## src/rtl/div_8bit.sv

```systemverilog
// Sequential signed divider: restoring shift-subtract on operand magnitudes, one quotient bit
// per cycle, followed by sign fix-up. Fixed latency from the Start edge to Done, any operands.
module div_8bit #(
    parameter int unsigned BITWIDTH = 8
) (
    input  logic                i_clk,
    input  logic                i_reset,
    input  logic                i_start,
    input  logic [BITWIDTH-1:0] i_dividend,
    input  logic [BITWIDTH-1:0] i_divisor,
    output logic                o_busy,
    output logic                o_done,
    output logic [BITWIDTH-1:0] o_quot,
    output logic [BITWIDTH-1:0] o_rem,
    output logic                o_of,
    output logic                o_dz
);

    localparam int unsigned CW = $clog2(BITWIDTH);

    typedef enum logic [1:0] {StIdle, StCalc, StFix, StDone} state_e;

    state_e              r_state;
    state_e              w_state_next;
    logic [BITWIDTH-1:0] r_dvd;       // dividend magnitude, shifted out as quotient shifts in
    logic [BITWIDTH-1:0] r_dsr;       // divisor magnitude
    logic [BITWIDTH-1:0] r_prem;      // partial remainder; always below |divisor|
    logic [BITWIDTH-1:0] r_dividend;  // raw dividend, returned as remainder on divide-by-zero
    logic [CW-1:0]       r_cnt;
    logic                r_neg_q;
    logic                r_neg_r;
    logic                r_ovf;
    logic                r_dsr_zero;
    logic [BITWIDTH-1:0] r_quot;
    logic [BITWIDTH-1:0] r_rem;
    logic                r_of;
    logic                r_dz;

    logic                w_accept;
    logic [BITWIDTH:0]   w_shift;
    logic [BITWIDTH:0]   w_trial;
    logic                w_qbit;
    logic [BITWIDTH-1:0] w_dvd_mag;
    logic [BITWIDTH-1:0] w_dsr_mag;
    logic [BITWIDTH-1:0] w_min_val;

    assign w_min_val = {1'b1, {(BITWIDTH-1){1'b0}}};
    assign w_accept  = (r_state == StIdle) && i_start;
    assign w_dvd_mag = i_dividend[BITWIDTH-1] ? -i_dividend : i_dividend;
    assign w_dsr_mag = i_divisor[BITWIDTH-1] ? -i_divisor : i_divisor;

    // 9-bit trial subtract; its sign bit decides keep-or-restore.
    assign w_shift = {r_prem, r_dvd[BITWIDTH-1]};
    assign w_trial = w_shift - {1'b0, r_dsr};
    assign w_qbit  = ~w_trial[BITWIDTH];

    always_comb begin
        w_state_next = r_state;
        unique case (r_state)
            StIdle: if (i_start) w_state_next = StCalc;
            StCalc: if (r_cnt == CW'(BITWIDTH - 1)) w_state_next = StFix;
            StFix:  w_state_next = StDone;
            StDone: w_state_next = StIdle;
            default: w_state_next = StIdle;
        endcase
    end

    always_ff @(posedge i_clk) begin
        if (i_reset) begin
            r_state    <= StIdle;
            r_dvd      <= '0;
            r_dsr      <= '0;
            r_prem     <= '0;
            r_dividend <= '0;
            r_cnt      <= '0;
            r_neg_q    <= 1'b0;
            r_neg_r    <= 1'b0;
            r_ovf      <= 1'b0;
            r_dsr_zero <= 1'b0;
            r_quot     <= '0;
            r_rem      <= '0;
            r_of       <= 1'b0;
            r_dz       <= 1'b0;
        end else begin
            r_state <= w_state_next;
            if (w_accept) begin
                r_dvd      <= w_dvd_mag;
                r_dsr      <= w_dsr_mag;
                r_prem     <= '0;
                r_dividend <= i_dividend;
                r_cnt      <= '0;
                r_neg_q    <= i_dividend[BITWIDTH-1] ^ i_divisor[BITWIDTH-1];
                r_neg_r    <= i_dividend[BITWIDTH-1];
                r_ovf      <= (i_dividend == w_min_val) && (i_divisor == '1);
                r_dsr_zero <= (i_divisor == '0);
            end else if (r_state == StCalc) begin
                r_prem <= w_qbit ? w_trial[BITWIDTH-1:0] : w_shift[BITWIDTH-1:0];
                r_dvd  <= {r_dvd[BITWIDTH-2:0], w_qbit};
                r_cnt  <= r_cnt + 1'b1;
            end else if (r_state == StFix) begin
                if (r_dsr_zero) begin
                    r_quot <= '0;
                    r_rem  <= r_dividend;
                    r_of   <= 1'b0;
                    r_dz   <= 1'b1;
                end else if (r_ovf) begin
                    r_quot <= w_min_val;
                    r_rem  <= '0;
                    r_of   <= 1'b1;
                    r_dz   <= 1'b0;
                end else begin
                    r_quot <= r_neg_q ? -r_dvd : r_dvd;
                    r_rem  <= r_neg_r ? -r_prem : r_prem;
                    r_of   <= 1'b0;
                    r_dz   <= 1'b0;
                end
            end
        end
    end

    assign o_busy = (r_state == StCalc) || (r_state == StFix);
    assign o_done = (r_state == StDone);
    assign o_quot = r_quot;
    assign o_rem  = r_rem;
    assign o_of   = r_of;
    assign o_dz   = r_dz;

endmodule

```

## config.mk

```make
export PLATFORM = sky130hd
export DESIGN_NAME = div_8bit
export DESIGN_NICKNAME = d
export VERILOG_FILES = /design/src/rtl/div_8bit.sv
export SDC_FILE = /design/constraint.sdc
export NUM_CORES = 1
export LEC_CHECK = 0
export CAP_MARGIN = 5
export CORE_ASPECT_RATIO = 1.4
export CORE_MARGIN = 5
export CORE_UTILIZATION = 30
export CTS_CLUSTER_DIAMETER = 60
export DETAILED_ROUTE_END_ITERATION = 12
export DONT_BUFFER_PORTS = 1
export GPL_ROUTABILITY_DRIVEN = 0
export PLACE_DENSITY = 0.43
export SYNTH_ARGS = -nofsm -noshare
export SYNTH_HDL_FRONTEND = slang
export SYNTH_SLANG_ARGS = --single-unit
```

## constraint.sdc

```tcl
create_clock -name i_clk -period 2.6 [get_ports i_clk]
set_input_delay 0.52 -clock i_clk [delete_from_list [all_inputs] [get_ports i_clk]]
set_output_delay 0.52 -clock i_clk [all_outputs]
set_load 0.005 [all_outputs]
```

=== Word-level counts from Yosys, hierarchy flattened ===
Index checks and enable logic that the tools add are counted.

* Bits in registers: 59
* Logic and storage cells: 58

* Multiplexer cells: 17
* Equal/unequal tests: 8
* Reductions and logical operators: 9
* Add/subtract/negate cells: 6
* Bitwise logic cells: 4

{| class="wikitable"
|+ Operators by type and width
! operator !! count
|-
| $mux 8 || 11
|-
| $neg 8->8 || 4
|-
| $eq 8x8->1 const B || 2
|-
| $sub 9x8->9 || 1
|-
| $logic_not 8->1 || 1
|-
| $pmux 2 s4 || 1
|-
| $eq 2x2->1 const B || 2
|-
| $mux 2 || 2
|-
| $ne 2x2->1 const B || 2
|-
| $add 3x1->3 const B || 1
|-
| $eq 3x3->1 const B || 1
|-
| $mux 1 || 3
|-
| $not 1->1 || 3
|-
| $reduce_and 3->1 || 1
|-
| $eq 2x1->1 const B || 1
|-
| $logic_and 1x1->1 || 2
|-
| $logic_not 2->1 || 1
|-
| $reduce_and 2->1 || 1
|-
| $reduce_bool 2->1 || 1
|-
| $reduce_or 2->1 || 1
|-
| $logic_or 1x1->1 || 1
|-
| $xor 1x1->1 || 1
|}

=== Logic depth before layout (Yosys ltp) ===
Gate-level depths: netlist (run 1).

* Depth after elaboration: 4
* Gate-level depth with buffers: 9
* Gate-level depth less buffers: 9

=== Worst setup path after synthesis (run 1) ===
No wires, ideal clock.

* Path kind: register to register
* Start point: register r_dvd[7]
* End point: register r_prem[0]
* Cell stages (with the launch flop): 10
* Required time: 2.530 ns
* Path slack: 0.314 ns
* Library setup time: 0.070 ns
* Arrival: 2.216 ns
* Cell sequence: dfxtp_1 > inv_1 > ha_1 > fa_1 > nor2b_4 > o31a_1 > o21ai_0 > or2_1 > a211o_1 > a21oi_1

* Word-level cells in the longest chain between the ends: 2

{| class="wikitable"
|+ Ends and longest elaborated chain
! element !! RTL line !! source
|-
| from (decl) || 25 || <nowiki>logic [BITWIDTH-1:0] r_dvd;</nowiki>
|-
| from (signal assigned) || 87 || <nowiki>r_dvd <= w_dvd_mag;</nowiki>
|-
| from (signal assigned) || 98 || <nowiki>r_dvd <= {r_dvd[BITWIDTH-2:0], w_qbit};</nowiki>
|-
| $sub 9x8->9 || 54 || <nowiki>assign w_trial = w_shift - {1'b0, r_dsr};</nowiki>
|-
| $mux 8 * || 97 || <nowiki>r_prem <= w_qbit ? w_trial[BITWIDTH-1:0] : w_shift[BITWIDTH-1:0];</nowiki>
|-
| to (signal assigned) || 97 ||
|-
| to (decl) || 27 || <nowiki>logic [BITWIDTH-1:0] r_prem;</nowiki>
|}

Every way passes the cells marked *; elsewhere a longest branch is shown, timed or not.
A chain may end at the register's enable or synchronous reset.

=== Worst setup path after layout (run 1) ===
* Start point: register r_prem[2]
* End point: register r_prem[0]

* Word-level cells in the longest chain between the ends: 2

{| class="wikitable"
|+ Ends and longest elaborated chain
! element !! RTL line
|-
| $sub 9x8->9 || 54
|-
| $mux 8 || 97
|}

No other way between the ends.

==> impl_metrics.yaml, run 1 <==
setup_path:
  critPathMaxFanout: 8
  arrival_ns: 2.62
  max_stage_delay_ns: 0.48
  cpMaxStageDelayCell: "dfxtp_1"
  crit_type: "register to register"
  cp.required_ns: 2.85
  critPathLaunchType: "register"
  worst_setup_path_end_kind: "register"
  crit_chain: "ha_1 -> o211a_1 -> o31a_1 -> o311a_4 -> or2_1 -> a211o_1 -> a21oi_1"
sta:
  maxSlewHeadroom: 0.634
  fin_crit_ns: 2.37
  tightest_slew_ns: 0.549
  hold_viol: 0
  fmax_mhz: 422
  fin_crit_sh: 0.912
  finClkSkew_ns: 0.00644
  tns_ns: 0
  rsz0062_at_grt: "false"
  slew_viol_final: 0
  setup_viol: 0
grt:
  grt.total_usage: 0.141
  grt_max_degree: 50
  overflow: 0
  grt_pass1_vias: 2841
  grt_pass1_wl_um: 14700
  antenna_found_initial: 0
placement:
  dpl.hpwl_um: 6660
  port_buffers: 0
  placed_area_um2: 3540
drt:
  firstDrtPassIters: 4
  vias: 2834
  ant_nets: 0
  drt_wl_total_um: 9060
  drc_errors: 0
  post_drt_wl_per_cell_um: 16.0
  drtIter0Drc: 115
  via_per_inst: 5.00
synthesis:
  yosysWarnings: 0
  synth_cells: 420
  synth_seq_cells: 58
  synthesis.area_um2: 3350
  synth_nets: 460
  postSynthAreaPerCell_um2: 7.98
  yosys.cell_types.count: 42
  yosysSeqAreaShare: 0.346
cts:
  tritoncts: "yes"
  clk_latency_ns: 0.33
  cts_resized: 0
  cts.clk_slew.worst_paths_ns: 0.05
  hold_buffers: 0
  cts_setup_buffers: 0
  htreeDepth: 3
  numCtsBuffers: 9
  clockRootBuffer: "clkbuf_16"
  cts_sinks: 58
  clockBufferDepth: 2
die:
  fp.dieW_um: 99.4
  dieArea_um2: 13400
  io_pins: 39
  die_h_um: 135
  floorplan.initialDensity: 0.307
  core_area_um2: 10900
  row_count: 45
finish:
  area_growth_pct: 14.7
  fin_area_um2: 3850
  drive_above_1_share: 0.0775
  final_nets: 461
  num_antenna_cells: 0
  n_fill_cell: 1178
flow_run:
  max_cap_viol_count: 0
pwr:
  ir_drop_mv: 0.423
  p_total_mw: 4.96
  power.density_nw_per_um2: 1290
  p_leak_nw: 1.51
worst_hold_path:
  min_path_type: "primary input to register"
status:
  outcome: "finished clean"
==> where the power goes <==
group / internal (mW) / switching, mW / total, mW
sequential: 1.13 / 0.236 / 1.37
clock: 0.791 / 0.415 / 1.21
combinational: 1.03 / 1.36 / 2.39
==> synthesized netlist by cell type <==
cell	count	share of area
o31ai_1	8	0.018
nor3_1	6	0.0090
nand3_1	3	0.0045
a31oi_1	1	0.0019
nor3b_1	3	0.0067
a21oi_2	1	0.0026
inv_1	22	0.025
o211ai_1	2	0.0045
nor2_1	49	0.055
nor4_1	5	0.0093
nand3b_1	4	0.0090
o31a_1	1	0.0026
a32oi_1	1	0.0026
xnor2_1	21	0.055
a22oi_1	1	0.0022
a21boi_0	1	0.0022
xor2_1	7	0.018
clkbuf_1	20	0.022
nand2b_1	8	0.015
nor2b_4	1	0.0041
or2_1	1	0.0019
fa_1	1	0.0060
dfxtp_1	58	0.35
or3_1	4	0.0075
a21o_1	2	0.0045
nor2_4	1	0.0034
o211a_1	2	0.0060
a211oi_1	19	0.043
a21oi_1	43	0.064
o21ai_0	15	0.022
nor2b_1	11	0.021
mux2i_1	16	0.048
nand4_1	2	0.0037
o22ai_1	1	0.0019
and2_1	1	0.0019
ha_1	20	0.075
nand2_1	50	0.056
o2111ai_1	1	0.0026
buf_1	3	0.0034
a211o_1	2	0.0052
and2b_2	1	0.0026
o311a_4	1	0.0063
==> path summary, 6_finish.rpt <==
path | from | to | slack [ns] | depth (start not counted)
worst max-delay path | r_prem[2] | r_prem[0] | 0.23 | 7
worst min-delay path | i_reset | o_rem[7] | 0.26 | 1
worst max register to register | r_prem[2] | r_prem[0] | 0.23 | 7
worst min register to register | r_dividend[2] | r_dividend[2] | 0.45 | 2
==> layer usage <==
layer | track usage | vias to the layer above | wire [um]
met5 | 0 | - | 0
met4 | 0.0699 | 0 | 268
met3 | 0.0424 | 20 | 472
met2 | 0.235 | 56 | 4450
met1 | 0.163 | 1310 | 3870
li1 | - | 1448 | -
==> kinds of logic (layout without fill, tap and decap cells) <==
group	Yosys count	in the layout	share of synthesized area
mux	16	16	0.0478
compound gates	102	102	0.192
xor+xnor	28	28	0.0731
simple gates	150	150	0.210
fa+ha+maj	21	21	0.0806
buf+inv	45	51	0.0504
flops	58	58	0.346
==> cell type report <==
class / count / area [um2] / share of cell area
Clock buffer: 12 / 256 / 0.0667
Clock inverter: 4 / 50.0 / 0.0130
Inverter: 22 / 82.6 / 0.0215
Tap cell: 141 / 176 / 0.0459
Sequential cell: 58 / 1160 / 0.302
Multi-Input combinational cell: 317 / 2020 / 0.526
Timing Repair Buffer: 13 / 97.6 / 0.0254
==> flip-flops by register name (all words and copies together), names as in the netlist <==
signal and cells:
o_of 1, r_neg_q 1, o_quot 8, r_ovf 1
r_cnt 3, r_dividend 8, o_dz 1, r_prem 8
r_dvd 8, r_state 2, o_rem 8, r_dsr 8
r_dsr_zero 1
==> critical path: cells and delay by family (launching register included) <==
kind / cells / cell delay, ns
AO/OA/AOI/OAI: 5 / 1.20
flip-flops: 1 / 0.48
adder cells (fa/ha/maj): 1 / 0.35
AND/OR/NAND/NOR: 1 / 0.27
==> cell usage in the layout (no fill, tap or decap), types with 2 or more instances in the layout <==
cell type and n:
nand2b_1 8, nor2_1 49, nor2b_1 11, a211o_1 2, o211ai_1 2, nor3_1 6
nand4_1 2, inv_1 22, xnor2_1 21, o21ai_0 14, dfxtp_1 58, nor4_1 5
o31ai_1 8, o211a_1 2, clkinvlp_4 2, ha_1 20, clkbuf_16 9, buf_4 13
mux2i_1 16, nand3_1 3, a21oi_1 43, nand3b_1 4, xor2_1 7, nor3b_1 3
a211oi_1 19, or3_1 4, nand2_1 50, clkbuf_8 2, a21o_1 2
==> stage by stage <==
stage | setup WS (ns) | utilization | instances | hold WS, ns
2_1_floorplan | 0.314 | - | 420 | 0.437
3_3_place_gp | 0.171 | 0.324 | 551 | 0.441
3_5_place_dp | 0.123 | 0.324 | 551 | 0.443
4_1_cts | 0.0967 | 0.352 | 567 | 0.248
5_1_grt | 0.0849 | 0.352 | 567 | 0.244
6_report | 0.228 | 0.352 | 567 | 0.260
Note: power is estimated with default switching activity, not from simulation.
==> run 2, diff against run 1 <==
==> constraint.sdc (replaced) <==
create_clock -name i_clk -period 3.05 [get_ports i_clk]
set_input_delay 0.61 -clock i_clk [delete_from_list [all_inputs] [get_ports i_clk]]
set_output_delay 0.61 -clock i_clk [all_outputs]
set_load 0.005 [all_outputs]
==> impl_metrics.yaml, run 2 (synthesis results as in run 1) <==
die:
  io_pins: 39
  dieArea_um2: 13400
  row_count: 45
  floorplan.initialDensity: 0.307
  fp.dieW_um: 99.4
  die_h_um: 135
  core_area_um2: 10900
setup_path:
  critPathMaxFanout: 5
  reg2reg_to: "r_prem[1]"
  reg2regPathDepth: 9
  cp.required_ns: 3.31
  timing.rr.start: "r_dvd[7]"
  worst_setup_path_end_kind: "register"
  crit_type: "register to register"
  worst-r2r-setup-slack_ns: 0.56
  critPathLaunchType: "register"
  arrival_ns: 2.75
cts:
  clk_latency_ns: 0.33
  cts_resized: 0
  numCtsBuffers: 9
  cts_setup_buffers: 0
  tritoncts: "yes"
  cts.clk_slew.worst_paths_ns: 0.05
  cts_sinks: 58
  hold_buffers: 0
  clockBufferDepth: 2
  clockRootBuffer: "clkbuf_16"
  htreeDepth: 3
drt:
  via_per_inst: 5.00
  drc_errors: 0
  ant_nets: 0
  drt_wl_total_um: 8890
  drtIter0Drc: 75
  post_drt_wl_per_cell_um: 15.9
  firstDrtPassIters: 4
  vias: 2793
finish:
  instances_no_fill: 559
  layout_common_cells: "dfxtp_1, nand2_1, nor2_1"
  n_fill_cell: 1180
  num_antenna_cells: 0
  final_common_cell: "dfxtp_1"
  area_growth_pct: 11.6
  drive_above_1_share: 0.0550
  final_nets: 454
sta:
  maxSlewHeadroom: 0.518
  fmax_mhz: 402
  fin_crit_sh: 0.817
  hold_viol: 0
  setup_viol: 0
  slew_viol_final: 0
  rsz0062_at_grt: "false"
  tns_ns: 0
  finClkSkew_ns: 0.00864
  tightest_slew_ns: 0.716
  fin_crit_ns: 2.49
placement:
  port_buffers: 0
  dp_cells: 544
  dpl.hpwl_um: 6470
worst_hold_path:
  min_delay_path_depth: 1
  min_path_type: "primary input to register"
  hold_start: "i_reset"
  min_to: "o_rem[7]"
grt:
  overflow: 0
  grt_max_degree: 50
  grt_pass1_vias: 2721
  grt.total_usage: 0.140
  grt_pass1_wl_um: 14500
  antenna_found_initial: 0
pwr:
  p_leak_nw: 1.45
  power.density_nw_per_um2: 1070
  ir_drop_mv: 0.312
flow_run:
  max_cap_viol_count: 0
status:
  outcome: "finished clean"
-- run 2: cell count changes in the layout (fill, tap and decap cells not counted) --
cell,change
clkinvlp_4,-1
buf_4,-7
clkinv_2,+1
bufinv_16,-1
o21ai_1,-1
o21ai_0,+1
clkbuf_1,+2
clkbuf_8,-2
-- run 2: per-layer routing --
layer / up-vias / part of all wire / global-route usage
met5: - / 0 / 0
met4: 0 / 0.021 / 0.0615
met3: 15 / 0.048 / 0.0398
met2: 38 / 0.50 / 0.237
met1: 1306 / 0.43 / 0.164
li1: 1434 / - / -
-- run 2: per-stage QoR --
stage                     hold slack, ns   util  total power [mW]  worst slack, ns  instance area, um2
after floorplan                    0.437      -              2.72            0.764                3350
after global placement             0.441  0.319              3.16            0.615                3490
after detailed placement           0.445  0.319              3.17            0.582                3490
after CTS                          0.336  0.343              4.08            0.550                3740
after global routing               0.338  0.343              4.39            0.350                3740
final                              0.349  0.343              4.02            0.560                3740
-- run 2: worst max path at each step --
stage                      to  cells past startpoint  slack [ns]  startpoint
global route        r_prem[1]                      9        0.35    r_dvd[7]
CTS                 r_prem[1]                      9        0.55    r_dvd[7]
global placement    r_prem[0]                      9        0.62    r_dvd[7]
finish              r_prem[1]                      9        0.56    r_dvd[7]
floorplan           r_prem[0]                      9        0.76    r_dvd[7]
detailed placement  r_prem[0]                      9        0.58    r_dvd[7]
-- run 2: critical path, cell delays in order (launching register included) --
cell and delay (ns):
dfxtp_1 0.34, inv_1 0.08, ha_1 0.22, fa_1 0.42, nor2b_4 0.14, o31a_1 0.17
o21ai_0 0.28, or2_1 0.34, a211o_1 0.29, a21oi_1 0.14
-- run 2: final cells by class --
| cell class | count | area (um2) | area share |
|---|---|---|---|
| Multi-Input combinational cell | 317 | 2020 | 0.541 |
| Sequential cell | 58 | 1160 | 0.310 |
| Clock buffer | 12 | 236 | 0.0632 |
| Tap cell | 141 | 176 | 0.0471 |
| Inverter | 22 | 82.6 | 0.0221 |
| Timing Repair Buffer | 6 | 45.0 | 0.0120 |
| Clock inverter | 3 | 17.5 | 0.00468 |
-- run 2: report_power, final --
group	leakage, nW	switching, mW	internal [mW]	total, mW
sequential	0.474	0.232	0.964	1.20
combinational	0.852	1.11	0.831	1.94
clock	0.122	0.348	0.541	0.889
total	1.45	1.69	2.34	4.02
